--- config.mk ---
export PLATFORM = sky130hd
export DESIGN_NAME = nibble_serial_adder
export DESIGN_NICKNAME = d
export VERILOG_FILES = /design/src/rtl/nibble_adder_pkg.sv /design/src/rtl/fulladder.sv /design/src/rtl/nibble_serial_adder.sv
export SDC_FILE = /design/constraint.sdc
export NUM_CORES = 1
export LEC_CHECK = 0
export ABC_AREA = 1
export CORE_MARGIN = 2
export CORE_UTILIZATION = 30
export DETAILED_ROUTE_END_ITERATION = 10
export HOLD_SLACK_MARGIN = 0.02
export PLACE_DENSITY = 0.58
export SLEW_MARGIN = 0
export SYNTH_ARGS = -nofsm -noshare
export SYNTH_HDL_FRONTEND = slang
export SYNTH_HIERARCHICAL = 1
export SYNTH_SLANG_ARGS = --single-unit
--- constraint.sdc ---
create_clock -name clk -period 2 [get_ports clk]
set_input_delay 0.4 -clock clk [delete_from_list [all_inputs] [get_ports clk]]
set_output_delay 0.4 -clock clk [all_outputs]
set_load 0.1 [all_outputs]
--- src/rtl/nibble_adder_pkg.sv ---
// nibble_adder_pkg: shared state encoding and sizing helpers for the nibble-serial adder
package nibble_adder_pkg;
    typedef enum logic [1:0] {IDLE, RUN, DONE} state_t;
    localparam int NIBBLE_W = 4;
    function automatic int cnt_w(input int n);
        return (n < 3) ? 1 : $clog2(n);
    endfunction
endpackage

--- src/rtl/fulladder.sv ---
// fulladder: 4-bit ripple-carry adder slice
module fulladder (
    input  logic [3:0] i0,
    input  logic [3:0] i1,
    input  logic       cin,
    output logic [3:0] o,
    output logic       cout
);
    logic [4:0] c;
    assign c[0] = cin;
    for (genvar i = 0; i < 4; i++) begin : g_bit
        assign o[i]   = i0[i] ^ i1[i] ^ c[i];
        assign c[i+1] = (i0[i] & i1[i]) | (c[i] & (i0[i] ^ i1[i]));
    end
    assign cout = c[4];
endmodule

--- src/rtl/nibble_serial_adder.sv ---
// nibble_serial_adder: wide adder that reuses one 4-bit ripple slice, one nibble per clock, LSB first
module nibble_serial_adder
    import nibble_adder_pkg::*;
#(
    parameter  int NIBBLES = 4,
    localparam int W       = NIBBLE_W * NIBBLES
) (
    input  logic         clk,
    input  logic         reset,
    input  logic         start,
    input  logic [W-1:0] a,
    input  logic [W-1:0] b,
    input  logic         cin,
    output logic         busy,
    output logic         done,
    output logic [W-1:0] sum,
    output logic         cout
);
    localparam int CW = cnt_w(NIBBLES);
    state_t state, state_nx;
    logic [W-1:0] a_sh, b_sh, acc;
    logic [CW-1:0] cnt;
    logic [NIBBLE_W-1:0] o;
    logic carry_q, co, accept, last;
    fulladder u_fa (
        .i0  (a_sh[NIBBLE_W-1:0]),
        .i1  (b_sh[NIBBLE_W-1:0]),
        .cin (carry_q),
        .o   (o),
        .cout(co)
    );
    always_comb begin
        accept   = (state == IDLE || state == DONE) && start;
        last     = state == RUN && cnt == CW'(NIBBLES - 1);
        state_nx = accept ? RUN : last ? DONE : state == DONE ? IDLE : state;
    end
    always_ff @(posedge clk or negedge reset) begin
        if (!reset) begin
            state   <= IDLE;
            busy    <= 1'b0;
            done    <= 1'b0;
            sum     <= '0;
            cout    <= 1'b0;
            acc     <= '0;
            a_sh    <= '0;
            b_sh    <= '0;
            carry_q <= 1'b0;
            cnt     <= '0;
        end else begin
            state <= state_nx;
            busy  <= state_nx == RUN;
            done  <= state_nx == DONE;
            if (accept) begin
                a_sh    <= a;
                b_sh    <= b;
                carry_q <= cin;
                cnt     <= '0;
            end else if (state == RUN) begin
                acc     <= {o, acc[W-1:NIBBLE_W]};
                a_sh    <= a_sh >> NIBBLE_W;
                b_sh    <= b_sh >> NIBBLE_W;
                carry_q <= co;
                cnt     <= cnt + 1'b1;
                if (last) begin
                    sum  <= {o, acc[W-1:NIBBLE_W]};
                    cout <= co;
                end
            end
        end
    end
endmodule

; ---- Yosys cells after proc, flatten, opt, wreduce, memory -nomap -nowiden
; Cells that the tools add are included.
[totals]
regBits = 72
inputBits = 36
out_inout_bits = 19
wordCells = 55
[op_classes]
addsub = 1
n_eq_ne = 5
mux = 11
bitwise_logic = 21
reduce_logical = 7
[ops]
columns = op, n
row1 = 2-to-1 mux 16 bit, 4
row2 = 2-to-1 mux 2 bit, 5
row3 = AND 1 bit, 8
row4 = bitwise XOR 1 bit, 8
row5 = "== test 2 bit, second input constant", 3
row6 = "== test 2 x 1 -> 1 bit, second input constant", 2
row7 = OR 1 bit, 4
row8 = AND reduction 3 bit, 1
row9 = "adder 2 x 1 -> 2 bit, second input constant", 1
row10 = logical AND 1 bit, 2
row11 = logical NOT 2 bit, 1
row12 = 2-to-1 mux 1 bit, 2
row13 = AND reduction 2 bit, 1
row14 = nonzero test 2 bit, 1
row15 = logical OR 1 bit, 1
row16 = inverter 1 bit, 1

; ---- Depth between registers and ports, before layout
[logic_depth]
word_depth = 11
depth_mapped = 12
depth_no_buf = 12

; ---- By module
; The synthesis kept the hierarchy.
[by_module_without_submodules]
columns = mod, instances, cells_each, area_each_um2, seq_area_each_um2
row1 = nibble_serial_adder, 1, 360, 3030.4, 1701.6
row2 = fulladder, 1, 14, 117.6, 0.0

; ---- Worst setup path after synthesis
; Ideal clock, no wire load.
[synth_timing]
kind = register -> register
from = reg carry_q
to = reg acc[15]
setup_ps = 76
arrival_time_ps = 2049
t_required_ps = 1924
slack_ps = -125
path_stages_with_launch = 11
n_path_buf = 0
synth_period_minus_slack_ps = 2125
cell_sequence = dfrtp_1 fa_1 inv_1 fa_1 inv_1 fa_1 inv_1 fa_1 inv_1 inv_1 o21ai_1
[synth_via]
elab_chain_len = 7
[synth_lines]
columns = item, line_no
row1 = from (decl), nibble_serial_adder.sv:24  ; logic carry_q, co, accept, last;
row2 = from (signal assigned), nibble_serial_adder.sv:56  ; carry_q <= cin;
row3 = from (signal assigned), nibble_serial_adder.sv:62  ; carry_q <= co;
row4 = AND 1 bit, fulladder.sv:13  ; assign c[i+1] = (i0[i] & i1[i]) | (c[i] & (i0[i] ^ i1[i]));
row5 = OR 1 bit, fulladder.sv:13
row6 = AND 1 bit, fulladder.sv:13
row7 = OR 1 bit, fulladder.sv:13
row8 = AND 1 bit, fulladder.sv:13
row9 = OR 1 bit, fulladder.sv:13
row10 = bitwise XOR 1 bit, fulladder.sv:12  ; assign o[i] = i0[i] ^ i1[i] ^ c[i];
row11 = via o[3], nibble_serial_adder.sv:23  ; logic [NIBBLE_W-1:0] o;
row12 = to (signal assigned), nibble_serial_adder.sv:59  ; acc <= {o, acc[W-1:NIBBLE_W]};
row13 = to (decl), nibble_serial_adder.sv:21  ; logic [W-1:0] a_sh, b_sh, acc;
; The timed path passes the listed nets, and every way through them passes these cells.
; A chain may end at the register's enable or synchronous reset.

; ---- Final worst setup path
[layout_timing]
from = reg b_sh[0]
to = reg acc[15]
[layout_via]
elab_chain_len = 8
word_cells_on_any_way = 9
[layout_lines]
columns = item, line_no
row1 = from (decl), nibble_serial_adder.sv:21
row2 = from (signal assigned), nibble_serial_adder.sv:61  ; b_sh <= b_sh >> NIBBLE_W;
row3 = bitwise XOR 1 bit, fulladder.sv:13
row4 = AND 1 bit, fulladder.sv:13
row5 = OR 1 bit (*), fulladder.sv:13
row6 = AND 1 bit (*), fulladder.sv:13
row7 = OR 1 bit (*), fulladder.sv:13
row8 = AND 1 bit (*), fulladder.sv:13
row9 = OR 1 bit (*), fulladder.sv:13
row10 = bitwise XOR 1 bit (*), fulladder.sv:12
row11 = via o[3], nibble_serial_adder.sv:23
; Mark *: on every way through the listed nets, which the timed path passes. The rest lies on a longest branch.

==> impl_metrics.yaml <==
worst_hold_path:
  min_path_type: "input port to asynchronous set/reset pin"
final_layout:
  final_nets: 470
  diodes: 0
  area_growth_pct: 24.4
  fillers: 1126
  drive_gt1_share_pct: 16.5
  finalInstanceArea_sq_um: 3920
worst_setup_path:
  r2r-start: "b_sh[0]"
  arrival_ps: 2410
  startpoint_type: "flop"
  crit_fanout: 2
  crit_slowest_cell: "dfrtp_1"
  reg2reg_slack_ps: -140
  r2r_end: "acc[15]"
  critPathRequiredTime_ps: 2270
  cp_cell_sequence: "fa_2 > inv_2 > fa_2 > inv_2 > fa_2 > inv_2 > fa_1 > inv_2 > inv_2 > o21ai_1"
  path_class: "flop to flop"
  reg2reg_depth: 10
  critPathMostFrequentCell: "inv_2"
  endpoint_kind: "flop"
  cp-startpoint: "b_sh[0]"
  cp_slowest_stage_delay_ps: 420
cts:
  post-cts-setup-buffers: 0
  cts_buffer_depth: 2
  cts-root-buf: "clkbuf_8"
  htree_levels: 3
  clk_pin_slew_ps: 70
  cts_tree: "built"
  clk_latency_ps: 340
  clock_sinks: 68
  cts_buffers: 9
routing:
  drcViolationCount: 0
  ant_nets: 0
  drtIter0Drc: 101
  first_pass_iters: 4
  vias_per_cell: 4.26
  vias: 2418
  post_drt_wl_per_cell_microns: 11.2
  wirelength_microns: 6370
synthesis:
  yosysSeqAreaShare_pct: 54.1
  synth_flop_cell: "dfrtp_1"
  synth.net_count: 415
  post-synth-top-area-fraction_pct: 54.1
  synthTopCellsByArea: "dfrtp_1 54%, nand2_1 18%, inv_1 6.2%"
  syn_inst: 374
  yosys_register_bits: 68
  synth_area_per_cell_sq_um: 8.42
  yosysTopAreaCell: "dfrtp_1"
  synth_cell_type_count: 19
  yosys_warnings: 6
  postSynth.asyncResetShare_pct: 100
  synth-edff-count: 0
  syn-cell-area_sq_um: 3150
grt:
  grtUsageMet2_pct: 21.6
  busiest_layer: "met2"
  grt_use_met3_pct: 3.92
  grt_antenna_before_repair: 0
  grt_pass1_wl_microns: 11000
  grt_max_degree: 40
  use_met1_pct: 14.6
  grt_overflow: 0
  grt_pass1_vias: 2378
  grt_use_total_pct: 12.4
placement:
  portBuffers: 54
  place_area_sq_um: 3760
  hpwlAfterDp_microns: 4480
  gp_congestion: 0.764
power:
  clock_power_share_pct: 13.6
  p_sw_share_pct: 50.0
  power.internal_w: 0.00330
  vdd_drop_max_mv: 0.885
  p_sw_w: 0.00330
  power_density_nw_per_um2: 1690
  combinationalPowerShare_pct: 52.0
  p_leak_nw: 2.07
  power_w: 0.00660
  seq_power_share_pct: 34.4
timing:
  rsz0062_at_grt: "true"
  slew_violations: 0
  finClkSkew_ps: 8.46
  fmax_mhz: 467
  setup_slack_ps: -143
  worst_pin_slew_ps: 509
  setup_violations: 3
  fin_crit_sh_pct: 107
  hold_viol_final: 0
  slew_headroom_pct: 66.1
  fin_crit_ps: 2140
floorplan:
  ios: 55
  row_count: 37
  fp.dieW_microns: 106
  start_util_pct: 30.6
  die-area_sq_um: 11300
  die_h_microns: 106
  design.core.area_sq_um: 10300
job:
  maxCapViolations: 0
status:
  outcome: "finished, violations left"
  violations: "negative setup slack"
[metrics by stage]
stage               setup WS (ps)  instances  setup TNS (ps)  hold WS [ps]  util (%)
floorplan                   -83.5        374            -158           104         -
global placement             -122        554            -228           403      36.6
detailed placement           -192        554            -392           402      36.6
CTS                          -199        567            -439          39.8      38.0
global route                 -225        567            -617          57.3      38.1
finish                       -143        567            -318          25.9      38.1
[cell usage in the layout (no fill, tap or decap), drive strengths merged]
master and n:
a21oi 2, buf 28, clkbuf 10, clkdlybuf4s50 34, clkinv 2, clkinvlp 1, dfrtp 68, fa 4
ha 1, inv 56, nand2 156, nand3 38, nor2 5, o21ai 26
[state kept, by name (all words and copies together), names as in the netlist, 2 cells and up]
signal and cells:
sum 16, cnt 2, b_sh 16, state 2, a_sh 16, acc 12
[area by class of cell]
cell class	instances	area (sq um)	share of cell area, %
inverter	56	213	5.43
sequential	68	1700	43.5
clock buffer	10	128	3.26
multi-input combinational	232	1110	28.4
clock inverter	3	17.5	0.447
tap	136	170	4.35
timing repair buffer	62	573	14.6
[how the worst max path moves through the flow]
stage | endpoint | slack [ps] | cells past startpoint
after floorplan | sum[15] | -80 | 10
after global placement | sum[15] | -120 | 10
after detailed placement | sum[15] | -190 | 10
after CTS | acc[15] | -200 | 10
after global routing | sum[15] | -220 | 10
final | acc[15] | -140 | 10
[logic make-up (layout without fill, tap and decap cells)]
group,after synthesis,after routing,share of synthesized area (%)
compound gates,28,28,5.88
buf+inv,74,131,11.1
fa+ha+maj,5,5,2.94
simple gates,199,199,26.0
flops,68,68,54.1
[metal layers]
| metal | share of wire, % | vias up | wire [microns] |
|---|---|---|---|
| met5 | 0 | - | 0 |
| met1 | 45 | 1108 | 2870 |
| met3 | 5.9 | 9 | 378 |
| li1 | - | 1237 | - |
| met2 | 48 | 64 | 3040 |
| met4 | 1.3 | 0 | 84 |
[Yosys cell counts (2+ instances only)]
| cell | number |
|---|---|
| nand2_1 | 154 |
| dfrtp_1 | 68 |
| inv_1 | 52 |
| nand3_1 | 38 |
| o21ai_2 | 12 |
| buf_2 | 7 |
| o21ai_0 | 7 |
| o21ai_1 | 7 |
| buf_4 | 6 |
| buf_6 | 5 |
| fa_1 | 4 |
| inv_2 | 3 |
| nor2_1 | 3 |
| a21oi_1 | 2 |
| nor2_4 | 2 |
[what timing repair did]
item	CTS	global route
pin swaps	5	5
gates cloned	0	0
gates resized for setup	1	4
hold buffers	0	0
endpoints found under the setup margin	3	3
[critical path: cells and delay by family (launching register included)]
| family | cells | cell delay [ps] |
|---|---|---|
| compound gates | 1 | 100 |
| fa+ha+maj | 4 | 1300 |
| buf+inv | 5 | 270 |
| flops | 1 | 420 |
[power by group through the flow]
stage | registers, W | logic [W] | clock network, W
final | 0.00227 | 0.00343 | 0.000897
after global routing | 0.00233 | 0.00380 | 0.000988
after CTS | 0.00227 | 0.00348 | 0.000935
after detailed placement | 0.00229 | 0.00347 | 0
after global placement | 0.00227 | 0.00341 | 0
after floorplan | 0.00331 | 0.00172 | 0
Note: power is estimated with default switching activity, not from simulation.
==> edit (config.mk and constraints unchanged) <==
The parameter `NIBBLES` goes from 4 to 8.
--- a/src/rtl/nibble_serial_adder.sv
+++ b/src/rtl/nibble_serial_adder.sv
@@ -4,3 +4,3 @@
 #(
-    parameter  int NIBBLES = 4,
+    parameter  int NIBBLES = 8,
     localparam int W       = NIBBLE_W * NIBBLES
Ports: changed (resized a, b and sum); port bits go from 55 to 103. No check against the original RTL was run, so the function may have changed too.
==> edit against the original RTL <==
- the flow still finishes with violations (negative setup slack)
- via count increased by 100%
- area after synthesis increased by 91%
- sequential cell count increased by 65
- final area increased by 100%
- worst setup slack improved by 0.023 ns
- combinational power increased by 89%
- total power increased by 110%
- wire length increased by 120%
- core utilization increased by 2.8 points
- count of clock-buffer cells in the layout increased by 9
- critical path type unchanged
- critical endpoint is now acc[31]
- largest cell class unchanged
- highest routed layer unchanged
==> edit: results (changes against the original RTL) <==
metric,value,unit,change
status,finished with violations,,
violations,negative setup slack,,
grt_usage,13.49,%,+1.1 points
crit_arrival,2.46,ns,+0.05 ns
nFillCells,2049,,+82%
setup_viol_count_final,2,,-1
synth_nets,840,,+100%
dp.cells,1119,,+100%
drive_gt1_share,12.50,%,-4.0 points
wirelength,13810,um,+120%
relSlewSlack,71.03,%,+5.0 points
vdd_drop_max,651.9,uV,-26%
synth_top_flop_cell,dfrtp_1,,
htreeDepth,4,,+1
wl_per_cell,11.98,um,+6.6%
synth_cell_types,16,,-3
power_leakage,4.284,nW,+110%
yosys_warnings,6,,unchanged
syn_area_per_cell,7.857,um2,-6.7%
clock_skew,0.007734,ns,-0.0007264 ns
grt_first_pass_wirelength,22990,um,+110%
path_max_fanout,2,,unchanged
ys_top_cells_by_area,"dfrtp_1 55%, nand2_1 20%, nand3_1 7.2%",,
grt_max_degree,46,,+15%
postSynth.asyncResetShare,100.0,%,unchanged
place.gp.congestion,0.7356,,-3.7%
drt_iter0_drc,340,,+240%
io_buffer_count,102,,+89%
tns,-0.2386,ns,+0.07957 ns
finalNetCount,949,,+100%
worst_slack,-0.1202,ns,+0.02292 ns
clk_latency,0.41,ns,+0.07 ns
drt_first_pass_iters,4,,unchanged
seq_area_frac_synth,55.30,%,+1.2 points
slew_viol_final,0,,unchanged
cts_made_buffers,17,,+8
placed_area,0.007386,mm2,+96%
top_regs,"a_sh: 32 flops, b_sh: 32 flops, sum: 32 flops",,
synth_common_cells,"313 x nand2_1, 133 x dfrtp_1, 116 x inv_1, 87 x nand3_1, 30 x o21ai_1",,
cts-root-buf,clkbuf_16,,
grt_pass1_vias,4637,,+95%
hold_path_class,in2async,,
cpPeakStageDelay,0.40,ns,-0.02 ns
hpwlAfterDp,9566,um,+110%
antenna_found_initial,0,,unchanged
viasPerCell,4.258,,-0.14%
## edit: cell types whose count changed after synthesis, moves of 3 or more
cell      change
nand2_1     +159
dfrtp_1      +65
inv_1        +64
nand3_1      +49
o21ai_1      +23
o21ai_0      +21
buf_2        +17
o21ai_2      -12
clkbuf_1     +11
buf_4         -6
buf_6         -5
buf_1         +4
nand2_2       +3
## edit: cell families after synthesis
logic type / after synthesis / share of synthesized area [%]
flip-flops: 133 / 55.30
buffers and inverters: 158 / 10.35
AND/OR/NAND/NOR: 409 / 27.61
AO/OA/AOI/OAI: 60 / 4.989
adder cells (fa/ha/maj): 6 / 1.746
## edit: path summary, 6_finish.rpt
check,startpoint,end,slack (ns),depth (start not counted)
setup / recovery,carry_q,acc[31],-0.12,10
hold / removal,reset,sum[19],0.44,2
setup reg to reg,carry_q,acc[31],-0.12,10
hold reg to reg,a_sh[31],a_sh[31],0.47,2
max in group asynchronous,reset,sum[24],0.92,3
min in group clk,a_sh[31],a_sh[31],0.47,2
## edit: final cells by class
| type | count | area share, % |
|---|---|---|
| Timing Repair Buffer | 129 | 15.16 |
| Clock inverter | 13 | 1.951 |
| Multi-Input combinational cell | 475 | 26.02 |
| Sequential cell | 133 | 41.52 |
| Tap cell | 265 | 4.136 |
| Inverter | 119 | 5.572 |
| Clock buffer | 19 | 5.650 |
## edit: what timing repair did
item | in CTS | in global routing
endpoints found under the setup margin | 3 | 4
gates resized for setup | 1 | 2
pin swaps | 1 | 0
endpoints found under the hold margin | 30 | 0
hold buffers | 1 | 0
setup buffers | 1 | 0
## edit: metrics by stage
stage	utilization, %	power, mW	setup slack, ns
after CTS	40.90	14.18	-0.1477
after detailed placement	37.70	10.91	-0.1348
after global placement	37.70	10.83	-0.1129
after global routing	40.92	14.97	-0.2099
after floorplan	-	9.109	-0.06363
final	40.92	13.99	-0.1202
## edit: report_power, final
| group | internal, mW | total [mW] | switching, mW |
|---|---|---|---|
| combinational | 1.79 | 6.47 | 4.67 |
| sequential | 3.75 | 4.32 | 0.566 |
| clock | 2.02 | 3.21 | 1.19 |
| total | 7.57 | 14.0 | 6.43 |
## edit: per-layer routing
layer | share of wire, % | global-route usage [%]
met2 | 46 | 21.35
met1 | 48 | 18.26
met5 | 0 | 0
met4 | 1.0 | 3.382
met3 | 4.1 | 3.950
## edit: worst reg2reg max path, cell delays in order (launching register included)
cell and delay [ns]:
dfrtp_1 0.40, fa_2 0.39, inv_2 0.06, fa_2 0.16, inv_1 0.05, fa_2 0.33, inv_2 0.06, fa_1 0.40
inv_1 0.07, inv_2 0.04, o21ai_1 0.10
